[src/rtl/nibble_pkg.sv]
// Shared widths, packer state encoding and the queued word layout for nibble_packer.
package nibble_pkg;

  localparam int unsigned NIBBLE_W = 4;
  localparam int unsigned LANES    = 4;
  localparam int unsigned BEAT_W   = NIBBLE_W * LANES;
  localparam int unsigned WORD_W   = 2 * BEAT_W;

  typedef enum logic {
    LOW  = 1'b0,
    HIGH = 1'b1
  } pack_state_t;

  typedef struct packed {
    logic              partial;
    logic [WORD_W-1:0] data;
  } word_entry_t;

  function automatic word_entry_t make_entry(
    input logic [BEAT_W-1:0] upper,
    input logic [BEAT_W-1:0] lower,
    input logic              partial
  );
    word_entry_t e;
    e.partial = partial;
    e.data    = {upper, lower};
    return e;
  endfunction

endpackage

[src/rtl/nibble_packer_word_fifo2.sv]
// Two-entry output queue for packed words; head reads as zero while empty.
module word_fifo2
  import nibble_pkg::*;
(
  input  logic        clk,
  input  logic        rst_n,
  input  logic        wr_en,
  input  word_entry_t wr_data,
  input  logic        rd_en,
  output word_entry_t rd_data,
  output logic [1:0]  count
);

  word_entry_t mem [2];
  logic        wr_ptr;
  logic        rd_ptr;
  logic        do_wr;
  logic        do_rd;

  assign do_rd = rd_en && (count != 2'd0);
  assign do_wr = wr_en && (count != 2'd2);

  always_ff @(posedge clk) begin
    if (!rst_n) begin
      mem[0] <= '0;
      mem[1] <= '0;
      wr_ptr <= 1'b0;
      rd_ptr <= 1'b0;
      count  <= 2'd0;
    end else begin
      if (do_wr) begin
        mem[wr_ptr] <= wr_data;
        wr_ptr      <= ~wr_ptr;
      end
      if (do_rd) begin
        rd_ptr <= ~rd_ptr;
      end
      case ({do_wr, do_rd})
        2'b10:   count <= count + 2'd1;
        2'b01:   count <= count - 2'd1;
        default: count <= count;
      endcase
    end
  end

  assign rd_data = (count != 2'd0) ? mem[rd_ptr] : '0;

endmodule

[src/rtl/nibble_packer.sv]
// Pairs 16-bit nibble beats into 32-bit words, with zero-padded flush of a held half.
module nibble_packer
  import nibble_pkg::*;
#(
  parameter int unsigned COUNT_W = 8
) (
  input  logic               CLK,
  input  logic               RESET_L,
  input  logic [BEAT_W-1:0]  NIBBLE_IN,
  input  logic               IN_VALID,
  output logic               IN_READY,
  input  logic               FLUSH,
  output logic [WORD_W-1:0]  DATA_OUT,
  output logic               OUT_PARTIAL,
  output logic               OUT_VALID,
  input  logic               OUT_READY,
  output logic [COUNT_W-1:0] WORD_COUNT
);

  pack_state_t       state;
  pack_state_t       state_nxt;
  logic [BEAT_W-1:0] low_half;
  logic              low_half_load;
  logic [1:0]        fifo_count;
  logic              accept;
  logic              pop;
  logic              push;
  word_entry_t       push_entry;
  word_entry_t       head;

  // Ready uses only registered state so it never loops back through OUT_READY/FLUSH.
  assign IN_READY = RESET_L && ((state == LOW) || (fifo_count != 2'd2));
  assign accept   = IN_VALID && IN_READY;
  assign pop      = OUT_VALID && OUT_READY;

  always_ff @(posedge CLK) begin
    if (!RESET_L) begin
      state <= LOW;
    end else begin
      state <= state_nxt;
    end
  end

  always_comb begin
    state_nxt     = state;
    push          = 1'b0;
    push_entry    = '0;
    low_half_load = 1'b0;
    case (state)
      LOW: begin
        if (accept) begin
          low_half_load = 1'b1;
          state_nxt     = HIGH;
        end
      end
      HIGH: begin
        if (accept) begin
          push       = 1'b1;
          push_entry = make_entry(NIBBLE_IN, low_half, 1'b0);
          state_nxt  = LOW;
        end else if (FLUSH && (fifo_count != 2'd2)) begin
          push       = 1'b1;
          push_entry = make_entry('0, low_half, 1'b1);
          state_nxt  = LOW;
        end
      end
      default: state_nxt = LOW;
    endcase
  end

  always_ff @(posedge CLK) begin
    if (!RESET_L) begin
      low_half <= '0;
    end else if (low_half_load) begin
      low_half <= NIBBLE_IN;
    end
  end

  always_ff @(posedge CLK) begin
    if (!RESET_L) begin
      WORD_COUNT <= '0;
    end else if (pop) begin
      WORD_COUNT <= WORD_COUNT + COUNT_W'(1);
    end
  end

  word_fifo2 u_fifo (
    .clk     (CLK),
    .rst_n   (RESET_L),
    .wr_en   (push),
    .wr_data (push_entry),
    .rd_en   (OUT_READY),
    .rd_data (head),
    .count   (fifo_count)
  );

  assign OUT_VALID   = (fifo_count != 2'd0);
  assign DATA_OUT    = head.data;
  assign OUT_PARTIAL = head.partial;

endmodule
[config.mk]
export PLATFORM = sky130hd
export DESIGN_NAME = nibble_packer
export DESIGN_NICKNAME = d
export VERILOG_FILES = /design/src/rtl/nibble_pkg.sv /design/src/rtl/nibble_packer_word_fifo2.sv /design/src/rtl/nibble_packer.sv
export SDC_FILE = /design/constraint.sdc
export NUM_CORES = 1
export LEC_CHECK = 0
export CAP_MARGIN = 20
export CORE_MARGIN = 5
export CORE_UTILIZATION = 39
export DETAILED_ROUTE_END_ITERATION = 16
export PLACE_DENSITY = 0.63
export SYNTH_ARGS = -nofsm -noshare
export SYNTH_HDL_FRONTEND = slang
export SYNTH_SLANG_ARGS = --single-unit
[constraint.sdc]
create_clock -name CLK -period 7.6 [get_ports CLK]
set_clock_uncertainty 0.15 [all_clocks]
set_input_delay 1.14 -clock CLK [delete_from_list [all_inputs] [get_ports CLK]]
set_output_delay 1.14 -clock CLK [all_outputs]
set_load 0.02 [all_outputs]
# [Yosys cells after proc, flatten, opt, wreduce, memory -nomap -nowiden]
# Memory sizes are Yosys's and may differ from the RTL's. A register that Yosys moved wholly into a read port is not among the register bits.
# Index checks and enable logic that the tools add are counted.
[classes] n_eq_ne=3 n_reduce_logical=9 mux=22 bitwise=3 addsub=3
[ops] op="2-to-1 mux 33 bit" count=5
[ops] op="OR reduction 33 bit" count=1
[ops] op="2-to-1 mux 1 bit" count=15
[ops] op="adder 8 x 1 -> 8 bit (second input constant)" count=1
[ops] op="logical AND 1 bit" count=5
[ops] op="case mux 2 bit (2 select lines)" count=1
[ops] op="nonzero test 2 bit" count=2
[ops] op="NOT 1 bit" count=3
[ops] op="adder 2 x 1 -> 2 bit (second input constant)" count=1
[ops] op="equality test 2 x 1 -> 1 bit (second input constant)" count=1
[ops] op="equality test 2 bit (second input constant)" count=1
[ops] op="inequality test 2 bit (second input constant)" count=1
[ops] op="case mux 1 bit (2 select lines)" count=1
[ops] op="subtractor 2 x 1 -> 2 bit (second input constant)" count=1
[ops] op="logical OR 1 bit" count=1
[totals] ramBits=66 out_inout_bits=43 reg_bits=29 inputBits=21 mem_count=1
[mem_list] name="u_fifo.mem" words=2 word_bits=33 rd=1 rd_ports_with_merged_regs=1 wr=2 line="nibble_packer_word_fifo2.sv:14" source="word_entry_t mem [2];"

# [Depth between registers and ports, before layout]
# Gate-level depths: netlist of run 1.
[logic_depth] ltp_word=12 ltp_mapped=7 ltp_nobuf=6

# [Hierarchy]
# A second synthesis of run 1 with hierarchy kept.
[unflattened] hier_cells=428 hier_area_um2=4396.7
[by_module_without_submodules] module="word_fifo2" area_each_um2=3164.3 n_inst=1 seq_area_each_um2=2082.0 cells_each=274
[by_module_without_submodules] module="nibble_packer" area_each_um2=1232.4 n_inst=1 seq_area_each_um2=500.5 cells_each=154

# [Worst setup path after synthesis of run 1]
# No wires, ideal clock.
[synth_timing] path_type="input to register" from="input port RESET_L" to="memory u_fifo.mem[0][0] (netlist bit) (enable)" required_time_ns=6.981 path_stages=4 setup_ns=0.469 arrival_time_ns=3.953 path_slack_ns=3.028 cell_sequence="buf_2 a21o_1 nand3_1 o21ai_0"
[synth_rtl] item="start, declared" line="nibble_packer.sv:8" source="input logic RESET_L,"
[synth_rtl] item="end, declared" line="nibble_packer_word_fifo2.sv:14"

# [Worst setup path after layout of run 1]
[layout_timing] from="input port RESET_L" to="output port IN_READY"
[layout_between] elab_chain_len=1
[layout_rtl] item="logical AND 1 bit" line="nibble_packer.sv:32" source="assign IN_READY = RESET_L && ((state == LOW) || (fifo_count != 2'd2));"
[layout_rtl] item="end, declared" line="nibble_packer.sv:11" source="output logic IN_READY,"
# Every way passes these cells.

==> results by group, run 1 <==
Status
  – Status: complete, no violations

Cells and area
  – Most common cell after layout, fill and taps aside: edfxtp_1
  – Non-Filler Instances: 580
  – Finished layout cell area: 5150 sq um
  – Nets: 458
  – Layout cells sized above 1: 6.59%
  – Layout area overhead: 20.4%
  – Ant. Diodes: 0
  – Commonest non-fill, non-tap cells in the layout: edfxtp_1, clkdlybuf4s50_1, nor2_1

GRT
  – Total track usage: 14.0%
  – Most used routing layer: met2
  – GR Overflow Total: 0
  – Initial antenna violation count: 0
  – Grt met3 use: 3.84%
  – Largest net degree at the start of global routing: 34
  – Grt met2 use: 24.4%
  – Vias in the first global route: 2975
  – First-pass GRT wire length: 14600 um
  – Met1 usage: 17.5%

Worst setup path
  – CP endpoint kind: output pin
  – Worst EP required: 6.31 ns
  – CP Max Fanout: 29
  – Worst setup SP type: primary input
  – Crit path DAT: 3.26 ns
  – Crit path kind: in2out

Detailed routing
  – Final wirelength: 8780 um
  – Post-route DRC violation count: 0
  – Vias per cell: 4.91
  – Antenna-violating nets left: 0
  – WL per Instance: 15.1 um
  – DRT Pass-1 Iters: 4
  – Vias: 2847
  – Drt initial violations: 77

Synth
  – Synthesis warning total: 0
  – Post-synthesis sequential element count: 96
  – Async SR Flop Fraction: 0%
  – Leading area contributor after synthesis: edfxtp_1
  – Post-synth EDFFs: 66
  – Synth top area share: 46.3%
  – Most used DFF post-synth: edfxtp_1
  – Syn_nets: 407
  – Sequential share of the synthesized area: 60.4%
  – Cell count after synthesis: 384
  – Netlist cell types: 41
  – Mapped Area: 4280 sq um
  – Synth top area cells: edfxtp_1, dfxtp_1, mux2i_1
  – Avg Inst Size Synth: 11.1 sq um

Clocking
  – Hold buffer count at CTS: 0
  – CTS root buf: clkbuf_8
  – CTS-repair resized insts: 0
  – TritonCTS clock tree: built
  – Worst-path clk slew: 0.09 ns
  – Worst skew pair latency: 0.35 ns
  – H-tree levels: 3
  – Post-CTS Setup Repair Bufs: 0
  – Cts bufs inserted: 9
  – Maximum root-to-sink buffer count: 2
  – Clock Sinks: 96

Floorplan
  – Ports: 64
  – Rows: 38
  – Total die area: 13200 sq um
  – Height of the die: 115 um
  – Die width: 115 um
  – Initial Util: 39.6%
  – Core outline area: 10800 sq um

Power and ir drop
  – VDD IR max: 231 uV
  – Lkg Pwr: 1.69 nW
  – Power Density: 257 nW/um^2
  – Pwr Total: 1.32 mW

Timing
  – Hold WS: 0.309 ns
  – Final Max Slew Viols: 0
  – Slew headroom: 27.4%
  – Hold Violations, Final: 0
  – RSZ-0062 raised after global routing: no
  – Final min period: 4.55 ns
  – Setup TNS Final: 0 ns
  – Finish-stage setup viols: 0
  – Worst-Margin Slew: 1.09 ns
  – Fmax: 220 MHz
  – Final period util: 59.9%

Place
  – Area after DPL: 4980 sq um
  – Dpl cells: 564
  – Placed wire-length estimate: 5880 um
  – Placer Congestion: 0.742
  – Port-buffer cells: 63

Min path
  – HP Class: reg2reg

Job
  – Max-cap violations: 0
-- registers in the layout, indices dropped and copies added, names as in the netlist, named ones only --
register       flops
WORD_COUNT         8
u_fifo.wr_ptr      1
u_fifo.rd_ptr      1
u_fifo.count       2
state              1
low_half          16
u_fifo.mem        66
-- final cells by class --
type                       instances  area, sq um
inverter                          22         82.6
clock inverter                     6         45.0
tap                              140          175
clock buffer                      10          128
multi-input combinational        239         1480
fill                            1003         5640
sequential                        96         2580
timing repair buffer              67          661
-- layer usage --
layer	wire (um)	vias up
li1	-	1429
met1	3880	1361
met2	4430	53
met3	421	4
met4	48	0
met5	0	-
-- metrics by stage --
stage | setup slack [ns] | util, %
3_3_place_gp | 3.11 | 46.2
6_report | 3.05 | 47.8
4_1_cts | 3.07 | 47.8
3_5_place_dp | 3.09 | 46.2
2_1_floorplan | 3.03 | -
5_1_grt | 2.94 | 47.8
-- worst max-delay path, cell delays in order --
cell and delay [ns]:
clkdlybuf4s50_1 0.72, inv_1 0.50, a21oi_1 0.26, clkdlybuf4s50_1 0.64
-- where the power goes --
| part | internal, mW | total, mW | switching, mW |
|---|---|---|---|
| Sequential | 0.596 | 0.657 | 0.0614 |
| Clock | 0.120 | 0.297 | 0.177 |
| Combinational | 0.171 | 0.370 | 0.199 |
-- cell usage after synthesis, types with 4 or more instances --
library cell  count
edfxtp_1         66
nor2_1           40
nand2_1          35
mux2i_1          34
and2_1           32
nor3_1           32
dfxtp_1          30
a21oi_1          23
inv_1            21
buf_2            16
o21ai_0           6
buf_4             4
clkbuf_1          4
or3_1             4
xor2_1            4
-- logic make-up (layout without fill, tap and decap cells) --
kind of cell               after synthesis  count (layout)  share of synthesized area (%)
and+or+nand+nor                        158             158                           18.9
xor gates and xnor gates                 5               5                           1.02
buffers and inverters                   49             105                           5.32
AOI/OAI and AO/OA                       40              40                           5.82
adders and majority gates                2               2                          0.585
muxes                                   34              34                           7.95
DFF                                     96              96                           60.4
-- final timing paths --
kind / from / slack (ns) / to / cells past startpoint
setup / recovery: RESET_L / 3.05 / IN_READY / 4
setup reg to reg: u_fifo.wr_ptr / 4.72 / u_fifo.mem[1][27] / 3
hold reg to reg: low_half[9] / 0.31 / low_half[9] / 2
hold / removal: low_half[9] / 0.31 / low_half[9] / 2
(Power assumes the default switching activity.)
==> inputs of run 2 (changes only) <==
--- a/config.mk
+++ b/config.mk
@@ -9,7 +9,7 @@
 export CORE_MARGIN = 5
 export CORE_UTILIZATION = 39
 export DETAILED_ROUTE_END_ITERATION = 16
-export PLACE_DENSITY = 0.63
+export PLACE_DENSITY = 0.65
 export SYNTH_ARGS = -nofsm -noshare
 export SYNTH_HDL_FRONTEND = slang
 export SYNTH_SLANG_ARGS = --single-unit
==> constraint.sdc (replaced) <==
create_clock -name CLK -period 3.7 [get_ports CLK]
set_clock_uncertainty 0.15 [all_clocks]
set_input_delay 0.555 -clock CLK [delete_from_list [all_inputs] [get_ports CLK]]
set_output_delay 0.555 -clock CLK [all_outputs]
set_load 0.02 [all_outputs]
==> run 2 against run 1 <==
Compared with the run above: combinational power grew 120%; final area up 0.73%; clock power increased by 110%; non-clock buffer count rose by 3; wire length increased by 0.40%; register-to-register slack lost 3.9 ns; largest power group unchanged; worst hold slack better by 0.0024 ns; flip-flop and latch count stayed put; setup slack got worse by 2.4 ns; power up 110%; critical path depth unchanged; via count grew 0.77%.
==> results by group, run 2 (synthesis results as in run 1) <==
Status
  – Status: complete, no violations

Place
  – Placed wire-length estimate: 5870 um (-0.18%)
  – Area after DPL: 5010 sq um (+0.60%)
  – Placer Congestion: 0.734 (-1.1%)
  – Port-buffer cells: 63 (unchanged)
  – Dpl cells: 567 (+0.53%)

Job
  – Max-cap violations: 0 (unchanged)

Floorplan
  – Die width: 115 um (unchanged)
  – Rows: 38 (unchanged)
  – Total die area: 13200 sq um (unchanged)
  – Core outline area: 10800 sq um (unchanged)
  – Ports: 64 (unchanged)
  – Initial Util: 39.6% (unchanged)
  – Height of the die: 115 um (unchanged)

GRT
  – Total track usage: 14.1% (+0.14 points)
  – Most used routing layer: met2
  – Met1 usage: 17.2% (-0.29 points)
  – First-pass GRT wire length: 14600 um (about the same)
  – Initial antenna violation count: 0 (unchanged)
  – Vias in the first global route: 3007 (+1.1%)
  – Largest net degree at the start of global routing: 35 (+2.9%)
  – GR Overflow Total: 0 (unchanged)
  – Grt met2 use: 24.8% (+0.31 points)
  – Grt met3 use: 3.89% (+0.053 points)

Cells and area
  – Ant. Diodes: 0 (unchanged)
  – Nets: 461 (+0.66%)
  – Most flop-heavy register: u_fifo.mem
  – Max reg flops: 66 (unchanged)
  – Layout cells sized above 1: 7.67% (+1.1 points)
  – Commonest non-fill, non-tap cells in the layout: edfxtp_1, clkdlybuf4s50_1, nor2_1
  – Finished layout cell area: 5190 sq um (+0.73%)
  – Most common cell after layout, fill and taps aside: edfxtp_1
  – Non-Filler Instances: 583 (+0.52%)
  – FF/Latch Area: 2580 sq um (unchanged)
  – Layout area overhead: 21.3%
  – Layout fillers: 1019 (+1.6%)
  – Regs by FF count: u_fifo.mem x66, low_half x16, WORD_COUNT x8
  – Total area of multi-input combinational cells: 1480 sq um (unchanged)

Timing
  – Final min period: 3.04 ns
  – Fmax: 328 MHz
  – Finish-stage setup viols: 0 (unchanged)
  – Hold WS: 0.311 ns (+0.00235 ns)
  – RSZ-0062 raised after global routing: no
  – Final Max Slew Viols: 0 (unchanged)
  – Slew headroom: 43.6% (+16 points)
  – Hold Violations, Final: 0 (unchanged)
  – Final period util: 82.3%
  – Worst-Margin Slew: 0.845 ns (-0.244 ns)

Clocking
  – Post-CTS Setup Repair Bufs: 0 (unchanged)
  – Worst skew pair latency: 0.36 ns (about the same)
  – CTS root buf: clkbuf_8
  – Clock Sinks: 96 (unchanged)
  – Hold buffer count at CTS: 0 (unchanged)
  – Maximum root-to-sink buffer count: 2 (unchanged)
  – Worst-path clk slew: 0.09 ns (about the same)
  – H-tree levels: 3 (unchanged)
  – Cts bufs inserted: 9 (unchanged)
  – TritonCTS clock tree: built
  – CTS-repair resized insts: 0 (unchanged)

Detailed routing
  – Antenna-violating nets left: 0 (unchanged)
  – Vias: 2869 (+0.77%)
  – Final wirelength: 8820 um (+0.40%)
  – Drt initial violations: 113 (+47%)
  – WL per Instance: 15.1 um (-0.12%)
  – DRT Pass-1 Iters: 4 (unchanged)
  – Post-route DRC violation count: 0 (unchanged)
  – Vias per cell: 4.92 (+0.25%)

Worst setup path
  – Cell Chain, Critical Path: buf_4, mux2i_1, nor2_1, clkdlybuf4s50_1
  – CP endpoint kind: output pin
  – Worst setup SP type: flip-flop
  – CP peak stage delay: 0.68 ns (-0.04 ns)
  – Reg2reg setup slack: 0.85 ns (-3.87 ns)
  – CP Max Fanout: 16 (-45%)
  – Worst r2r src: u_fifo.wr_ptr
  – Worst EP required: 2.99 ns (-3.32 ns)
  – Crit path kind: reg2out
  – Crit path DAT: 2.34 ns (-0.92 ns)
  – Crit path max-delay cell type: dfxtp_2

Min path
  – Hold Startpoint: low_half[1]
  – HP Class: reg2reg

Power and ir drop
  – Power Density: 529 nW/um^2 (+110%)
  – Lkg Pwr: 1.72 nW (+1.3%)
  – VDD IR max: 316 uV (+37%)
  – Pwr Total: 2.75 mW (+110%)
-- run 2: final timing paths --
kind / endpoint / cells past startpoint
setup reg to reg: u_fifo.mem[1][21] / 3
hold / removal: low_half[1] / 2
setup / recovery: DATA_OUT[20] / 4
hold reg to reg: low_half[1] / 2
-- run 2: where the power goes --
group	internal, mW	switching, mW
clock network	0.251	0.379
logic	0.355	0.449
registers	1.22	0.0905
-- run 2: final cells by class --
| cell class | instances | share of cell area (%) |
|---|---|---|
| clock buffers | 9 | 2.39 |
| inverters | 22 | 1.59 |
| clock inverters | 7 | 1.08 |
| flip-flops and latches | 96 | 49.8 |
| well taps | 140 | 3.37 |
| repair buffers | 70 | 13.3 |
| multi-input cells | 239 | 28.5 |
-- run 2: layer usage --
layer | share of wire, % | up-vias | wire [um]
met5 | 0 | - | 0
met4 | 0.95 | 0 | 84
met3 | 5.3 | 9 | 468
met2 | 49 | 67 | 4350
met1 | 44 | 1359 | 3920
li1 | - | 1434 | -
-- run 2: critical path, delay by kind of cell, from the launching register on --
kind,cells,cell delay (ns)
buf+inv,2,1.03
flops,1,0.68
mux,1,0.11
simple gates,1,0.16
-- run 2: stage by stage --
stage / utilization, % / TNS, ns / setup slack [ns]
2_1_floorplan: - / -18.94 / -0.287
3_3_place_gp: 46.3 / 0 / 0.908
3_5_place_dp: 46.4 / 0 / 0.866
4_1_cts: 48.1 / 0 / 0.610
5_1_grt: 48.1 / 0 / 0.522
6_report: 48.1 / 0 / 0.655
